`src/rtl/mem_byte_bridge.sv`:
```
// Splits 32-bit MEM-stage loads/stores into single-byte transfers on an 8-bit
// external bus, assembling load data and stalling the pipeline until done.
module mem_byte_bridge (
  input  logic        CLK,
  input  logic        RST,
  input  logic        read_op,
  input  logic        write_op,
  input  logic [31:0] addr,
  input  logic [3:0]  mask,
  input  logic [31:0] wdata,
  output logic [31:0] rdata,
  output logic        stallreq,
  output logic [31:0] ext_addr,
  output logic [7:0]  ext_wdata,
  output logic        ext_re,
  output logic        ext_we,
  input  logic [7:0]  ext_rdata,
  input  logic        ext_ready
);

  typedef enum logic [1:0] {S_IDLE, S_XFER, S_DONE} state_t;

  state_t      state_q, state_d;
  logic [29:0] addr_q, addr_d;
  logic [3:0]  mask_q, mask_d;
  logic [31:0] wdata_q, wdata_d;
  logic [31:0] rdata_q, rdata_d;
  logic        is_write_q, is_write_d;
  logic [1:0]  idx_q, idx_d;

  logic        req;
  logic [2:0]  first_byte;
  logic [2:0]  next_byte;
  logic        addr_lo_unused;

  // Lowest set mask bit at or above start; MSB flags whether one was found.
  function automatic logic [2:0] lowest_from(input logic [3:0] m, input logic [2:0] start);
    logic [2:0] r;
    r = 3'b000;
    for (int i = 3; i >= 0; i--) begin
      if (m[i] && (3'(i) >= start)) r = {1'b1, 2'(i)};
    end
    return r;
  endfunction

  assign req            = read_op | write_op;
  assign first_byte     = lowest_from(mask, 3'd0);
  assign next_byte      = lowest_from(mask_q, {1'b0, idx_q} + 3'd1);
  assign addr_lo_unused = ^addr[1:0];

  always_comb begin
    state_d    = state_q;
    addr_d     = addr_q;
    mask_d     = mask_q;
    wdata_d    = wdata_q;
    rdata_d    = rdata_q;
    is_write_d = is_write_q;
    idx_d      = idx_q;
    case (state_q)
      S_IDLE: begin
        if (req) begin
          is_write_d = write_op;
          addr_d     = addr[31:2];
          wdata_d    = wdata;
          // Reads always walk all four bytes, so they carry a full mask.
          mask_d     = write_op ? mask : 4'hF;
          if (write_op) begin
            idx_d   = first_byte[1:0];
            state_d = first_byte[2] ? S_XFER : S_DONE;
          end else begin
            idx_d   = 2'd0;
            state_d = S_XFER;
          end
        end
      end
      S_XFER: begin
        if (ext_ready) begin
          if (!is_write_q) rdata_d[{idx_q, 3'b000} +: 8] = ext_rdata;
          if (next_byte[2]) idx_d = next_byte[1:0];
          else              state_d = S_DONE;
        end
      end
      S_DONE:  state_d = S_IDLE;
      default: state_d = S_IDLE;
    endcase
  end

  always_ff @(posedge CLK or posedge RST) begin
    if (RST) begin
      state_q    <= S_IDLE;
      addr_q     <= '0;
      mask_q     <= '0;
      wdata_q    <= '0;
      rdata_q    <= '0;
      is_write_q <= 1'b0;
      idx_q      <= '0;
    end else begin
      state_q    <= state_d;
      addr_q     <= addr_d;
      mask_q     <= mask_d;
      wdata_q    <= wdata_d;
      rdata_q    <= rdata_d;
      is_write_q <= is_write_d;
      idx_q      <= idx_d;
    end
  end

  assign rdata     = rdata_q;
  assign ext_addr  = {addr_q, idx_q};
  assign ext_wdata = wdata_q[{idx_q, 3'b000} +: 8];
  assign ext_re    = (state_q == S_XFER) && !is_write_q;
  assign ext_we    = (state_q == S_XFER) &&  is_write_q;
  // Gated by RST so a request held during reset does not stall the pipeline.
  assign stallreq  = !RST && (((state_q == S_IDLE) && req) || (state_q == S_XFER));

endmodule

```
`config.mk`:
```
export PLATFORM = sky130hd
export DESIGN_NAME = mem_byte_bridge
export DESIGN_NICKNAME = d
export VERILOG_FILES = /design/src/rtl/mem_byte_bridge.sv
export SDC_FILE = /design/constraint.sdc
export NUM_CORES = 1
export LEC_CHECK = 0
export BUFFER_PORTS_ARGS = -buffer_cell sky130_fd_sc_hd__buf_4
export CAP_MARGIN = 20
export CORE_ASPECT_RATIO = 0.5
export CORE_UTILIZATION = 50
export DETAILED_ROUTE_END_ITERATION = 10
export PLACE_DENSITY = 0.76
export SYNTH_ARGS = -nofsm -noshare
export SYNTH_HDL_FRONTEND = slang
export SYNTH_SLANG_ARGS = --single-unit
```
`constraint.sdc`:
```
create_clock -name CLK -period 4.12 [get_ports CLK]
set_input_delay 0.618 -clock CLK [delete_from_list [all_inputs] [get_ports CLK]]
set_output_delay 0.618 -clock CLK [all_outputs]
set_load 0.1 [all_outputs]
```
Yosys cells after proc, flatten, opt, wreduce, memory -nomap -nowiden
Cells that the tools add are included.
W data, S select, Z words.
{"block": "word_totals", "elab_cells": 61, "regBits": 103, "out_inout_bits": 75, "input_bits": 81}
{"block": "op_classes", "n_mux": 21, "bitwise_logic": 2, "shifts": 3, "eq_ne": 5, "n_lt_le_gt_ge": 4, "n_addsub": 2, "reduce_logical": 17}
{"op": "$bwmux W32", "n": 1}
{"op": "$shift A8 B7 Y32 const A", "n": 1}
{"op": "$shiftx A32 B6 Y8", "n": 1}
{"op": "$shiftx A8 B7 Y32", "n": 1}
{"op": "$mux W3", "n": 8}
{"op": "$mux W2", "n": 9}
{"op": "$logic_and A1 B1 Y1", "n": 8}
{"op": "$ne A2 B2 Y1 const B", "n": 4}
{"op": "$pmux W2 S2", "n": 2}
{"op": "$neg A5 Y7", "n": 1}
{"op": "$ge A1 B3 Y1 const A", "n": 2}
{"op": "$ge A2 B3 Y1 const A", "n": 2}
{"op": "$reduce_and A3 Y1", "n": 2}
{"op": "$mux W4", "n": 1}
{"op": "$reduce_and A4 Y1", "n": 1}
{"op": "$add A2 B1 Y3 const B", "n": 1}
{"op": "$eq A2 B1 Y1 const B", "n": 1}
{"op": "$logic_not A1 Y1", "n": 2}
{"op": "$logic_not A2 Y1", "n": 1}
{"op": "$reduce_and A2 Y1", "n": 1}
{"op": "$reduce_bool A2 Y1", "n": 1}
{"op": "$logic_or A1 B1 Y1", "n": 1}
{"op": "$not A1 Y1", "n": 1}
{"op": "$or A1 B1 Y1", "n": 1}

Logic depth before layout (Yosys ltp)
{"block": "depth", "depth_word": 10, "depth_mapped": 8, "depth_no_buf": 7}

Worst setup path after synthesis
OpenSTA, ideal clock, no wires.
{"block": "synth_timing", "path_type": "input to output", "startpoint": "in write_op", "endpoint": "out stallreq", "path_buffers": 0, "slack_ns": 0.820, "cell_stages": 2, "t_arrival_ns": 2.682, "required_time_ns": 3.502, "path_cell_list": "nor3_1 -> nor3_1"}
{"block": "synth_between", "elab_chain_len": 4}
{"item": "start, declared", "line": "7", "rtl": "input logic write_op,"}
{"item": "$or A1 B1 Y1", "line": "46", "rtl": "assign req = read_op | write_op;"}
{"item": "$logic_and A1 B1 Y1", "line": "114", "rtl": "assign stallreq = !RST && (((state_q == S_IDLE) && req) || (state_q == S_XFER));"}
{"item": "$logic_or A1 B1 Y1", "line": "114"}
{"item": "$logic_and A1 B1 Y1", "line": "114"}
{"item": "end, declared", "line": "12", "rtl": "output logic stallreq,"}
Every way passes these cells.

Worst setup path in the final report
{"block": "layout_timing", "startpoint": "reg idx_q[0]", "endpoint": "out ext_wdata[5]"}
{"block": "layout_between", "elab_chain_len": 1}
{"item": "start, declared", "line": "29", "rtl": "logic [1:0] idx_q, idx_d;"}
{"item": "start signal, assigned", "line": "104", "rtl": "idx_q <= idx_d;"}
{"item": "$shiftx A32 B6 Y8", "line": "110", "rtl": "assign ext_wdata = wdata_q[{idx_q, 3'b000} +: 8];"}
{"item": "end, declared", "line": "14", "rtl": "output logic [7:0] ext_wdata,"}
Every way passes these cells.

==> flow_results.org <==
** Timing
- The clock period could shrink to 2.715 ns.
- Final worst setup slack :: 1.405 ns
- The final hold violation count is 0.
- Setup violations remaining at the end of the flow were counted as 0.
- Measured against its own limit, the worst slew margin works out to 41.95%.
- Setup repair after global routing left no endpoint under its margin.
- Final hold analysis gives a worst-case slack of 0.3587 ns.
- Post-route setup TNS :: 0 ns
- Max Clk Rate :: 368.4 MHz
- Final clock skew :: 0.005233 ns
- Transition time at the pin with the least slew margin :: 0.8641 ns
- Slew Viols, Final :: 0
- Portion of the clock cycle consumed by the worst path in the final layout :: 65.89%

** Placed design
- After legalization and detailed placement, the total HPWL measured 6858 um.
- Global placement routability congestion :: 0.8156
- DP Worst Slack :: 1.399 ns
- Count of buffers from port buffering :: 153

** Floorplan
- In this run the horizontal extent of the chip is 134.9 um.
- The die is 68.43 um tall.
- Total number of placement rows :: 23
- Die outline area :: 9228 um^2
- Total core area :: 8288 um^2
- 156 I/O pins were placed.
- Starting density of the core :: 53.25%

** Synthesis
- In this run the mean area of a mapped cell was 12.64 um^2.
- The number of nets in the synthesized netlist is 436.
- After synthesis the netlist holds a flip-flop and latch count of 103.
- Yosys warning total :: 0
- The largest total area in the synthesized netlist belongs to sky130_fd_sc_hd__dfrtp_1.
- In the synthesized netlist the dominant register cell turns out to be sky130_fd_sc_hd__dfrtp_1.
- Total standard cell area after synthesis :: 4413 um^2
- Number of instances in the synthesized netlist :: 349
- In the post-synthesis netlist, the cell with the most instances is sky130_fd_sc_hd__dfrtp_1.
- Most used standard cells in the synthesized netlist :: sky130_fd_sc_hd__dfrtp_1 (103), sky130_fd_sc_hd__nand2_1 (75), sky130_fd_sc_hd__mux2_2 (62)
- Fraction of the yosys area taken by sequential cells :: 58.41%
- After synthesis, the cell types taking the most area are sky130_fd_sc_hd__dfrtp_1 (58%), sky130_fd_sc_hd__mux2_2 (16%), sky130_fd_sc_hd__nand2_1 (6.4%).
- The top cell type by area accounts for 58.41% of the synthesized area.
- Counting flops with an async set or reset pin after synthesis yields a share of 100.0%.
- Yosys mapped a number of flops with a built-in enable equal to 0.
- In this run, distinct cell masters in the synthesized netlist total 34.

** Clock network
- The tree is rooted in a sky130_fd_sc_hd__clkbuf_16.
- Counting along the longest clock path gives a buffer depth of 2.
- After clock tree synthesis, the setup repair step added 0 buffers.
- CTS H-tree depth :: 3
- TritonCTS built the clock tree.
- Clock-pin slew reported for the worst setup and hold paths after clock tree synthesis :: 0.07 ns
- Clock tree synthesis inserted a total of 9 buffers.
- The number of gates resized after CTS was 0.
- The number of hold buffers added after CTS was 0.
- Sinks on Clock Net :: 103
- The later pin in the worst-skew pair is clocked with a latency of 0.34 ns.

** Critical path
- Required @ worst endpoint :: 3.50 ns
- Signal arrival time at the worst endpoint :: 2.10 ns
- The worst setup path is captured at an output port.
- Measured in cells, the most critical reg-to-reg path has a length of 7.
- The critical path is of the reg -> out type.
- Of all nets on the critical path, the largest fanout is 17.
- The worst setup path is launched from a flop.

** Run status
- Run status :: complete, no violations

** Finish
- The number of antenna diodes in the final layout is 0.
- Fill cells :: 638
- Layout Utilization :: 71.68%
- Final layout net count :: 589
- From synthesis to final layout, the design area changed by 34.62%.
- Summing all multi-input logic gate instances after layout gives 1724 um^2.
- Cells with a size suffix above 1 make up 49.31% of the layout.
- The sequential cells in the finished layout cover a total of 2577 um^2.

** Global route
- Summed over all layers, the global routing overflow is 0.
- The number of global-route vias before repair came to 3216.
- Pin count of the biggest net entering global routing :: 65
- First-pass GRT wire length :: 15280 um
- In the global route stage, overall resource usage came out at 21.95%.
- The initial antenna violation count was 0.

** Drt
- For this run, design rule violations remaining after detail routing come to 0.
- Post-route ant nets :: 0
- Vias post-DR :: 3169
- Routed wire length :: 9480 um
- After detailed routing, the average wire length per cell comes to 15.32 um.
- Dividing the detail-routed via count by the number of cells gives 5.120.
- Detailed-routing iteration count for the pre-antenna-repair pass :: 4
- Initial DRC count :: 88

** Hold path
- The path class of the tightest hold or removal check is in -> async.

** Flow run
- Maximum capacitance violations :: 0
## cell families (layout without fill, tap and decap cells)
logic type / after synthesis / after routing / synth area share [%]
buffers and inverters: 18 / 176 / 2.523
adders and majority gates: 6 / 6 / 1.701
and+or+nand+nor: 102 / 102 / 10.77
AOI/OAI and AO/OA: 48 / 48 / 6.209
DFF: 103 / 103 / 58.41
muxes: 72 / 72 / 20.39
## cell usage in the layout, fill, tap and decap left out, types with 2 or more instances in the layout
| cell type | Yosys | routed |
|---|---|---|
| sky130_fd_sc_hd__buf_4 | 6 | 156 |
| sky130_fd_sc_hd__dfrtp_1 | 103 | 103 |
| sky130_fd_sc_hd__nand2_1 | 75 | 75 |
| sky130_fd_sc_hd__mux2_2 | 62 | 62 |
| sky130_fd_sc_hd__o21ai_0 | 28 | 28 |
| sky130_fd_sc_hd__clkbuf_16 | 0 | 9 |
| sky130_fd_sc_hd__mux4_2 | 8 | 8 |
| sky130_fd_sc_hd__o21ai_1 | 7 | 7 |
| sky130_fd_sc_hd__nor2_1 | 7 | 7 |
| sky130_fd_sc_hd__ha_1 | 6 | 6 |
| sky130_fd_sc_hd__nor2b_1 | 4 | 4 |
| sky130_fd_sc_hd__a21oi_1 | 4 | 4 |
| sky130_fd_sc_hd__inv_1 | 4 | 3 |
| sky130_fd_sc_hd__nor3_1 | 3 | 3 |
| sky130_fd_sc_hd__o22a_1 | 3 | 3 |
| sky130_fd_sc_hd__nor3b_2 | 3 | 3 |
| sky130_fd_sc_hd__and2_1 | 2 | 2 |
| sky130_fd_sc_hd__nand3_1 | 2 | 2 |
| sky130_fd_sc_hd__clkbuf_8 | 0 | 2 |
| sky130_fd_sc_hd__clkinvlp_4 | 0 | 2 |
## flip-flops by register name, summed over array words and instances, names as in the netlist
register and cells:
addr_q 30, is_write_q 1, mask_q 4, wdata_q 32
rdata 32, state_q 2, idx_q 2
## worst paths after layout
check / start / slack [ns] / endpoint
setup / recovery: idx_q[0]$_DFFE_PP0P_ / 1.41 / ext_wdata[5]
hold / removal: RST / 0.36 / addr_q[29]$_DFFE_PP0P_
setup reg to reg: idx_q[0]$_DFFE_PP0P_ / 1.45 / idx_q[0]$_DFFE_PP0P_
hold reg to reg: rdata[16]$_DFFE_PP0P_ / 0.48 / rdata[16]$_DFFE_PP0P_
max in group asynchronous: RST / 2.95 / wdata_q[28]$_DFFE_PP0P_
min in group CLK: rdata[16]$_DFFE_PP0P_ / 0.48 / rdata[16]$_DFFE_PP0P_
## per-stage QoR
step                      instance area, um^2  cells
after floorplan                          4413    349
after global placement                   5630    603
after detailed placement                 5630    603
after CTS                                5941    619
after global routing                     5941    619
final                                    5941    619
## final cells by class
cell class,instances,area share [%]
sequential,103,43.39
timing repair buffer,156,19.71
inverter,4,0.2949
multi-input combinational,228,29.02
clock buffer,12,4.318
clock inverter,4,0.9056
tap,112,2.359
## critical path, stage by stage, from the launching register on
cell	delay [ns]
sky130_fd_sc_hd__dfrtp_1	0.90
sky130_fd_sc_hd__mux4_2	0.60
sky130_fd_sc_hd__buf_4	0.25
## routing by layer
layer | wire (um) | track usage [%]
met1 | 4006 | 26.26
met2 | 4645 | 37.76
met3 | 674 | 7.407
met4 | 153 | 8.146
met5 | 0 | 0
Power is not shown: default switching activity piles up to over one toggle a cycle in this logic, so the estimate is an artifact.
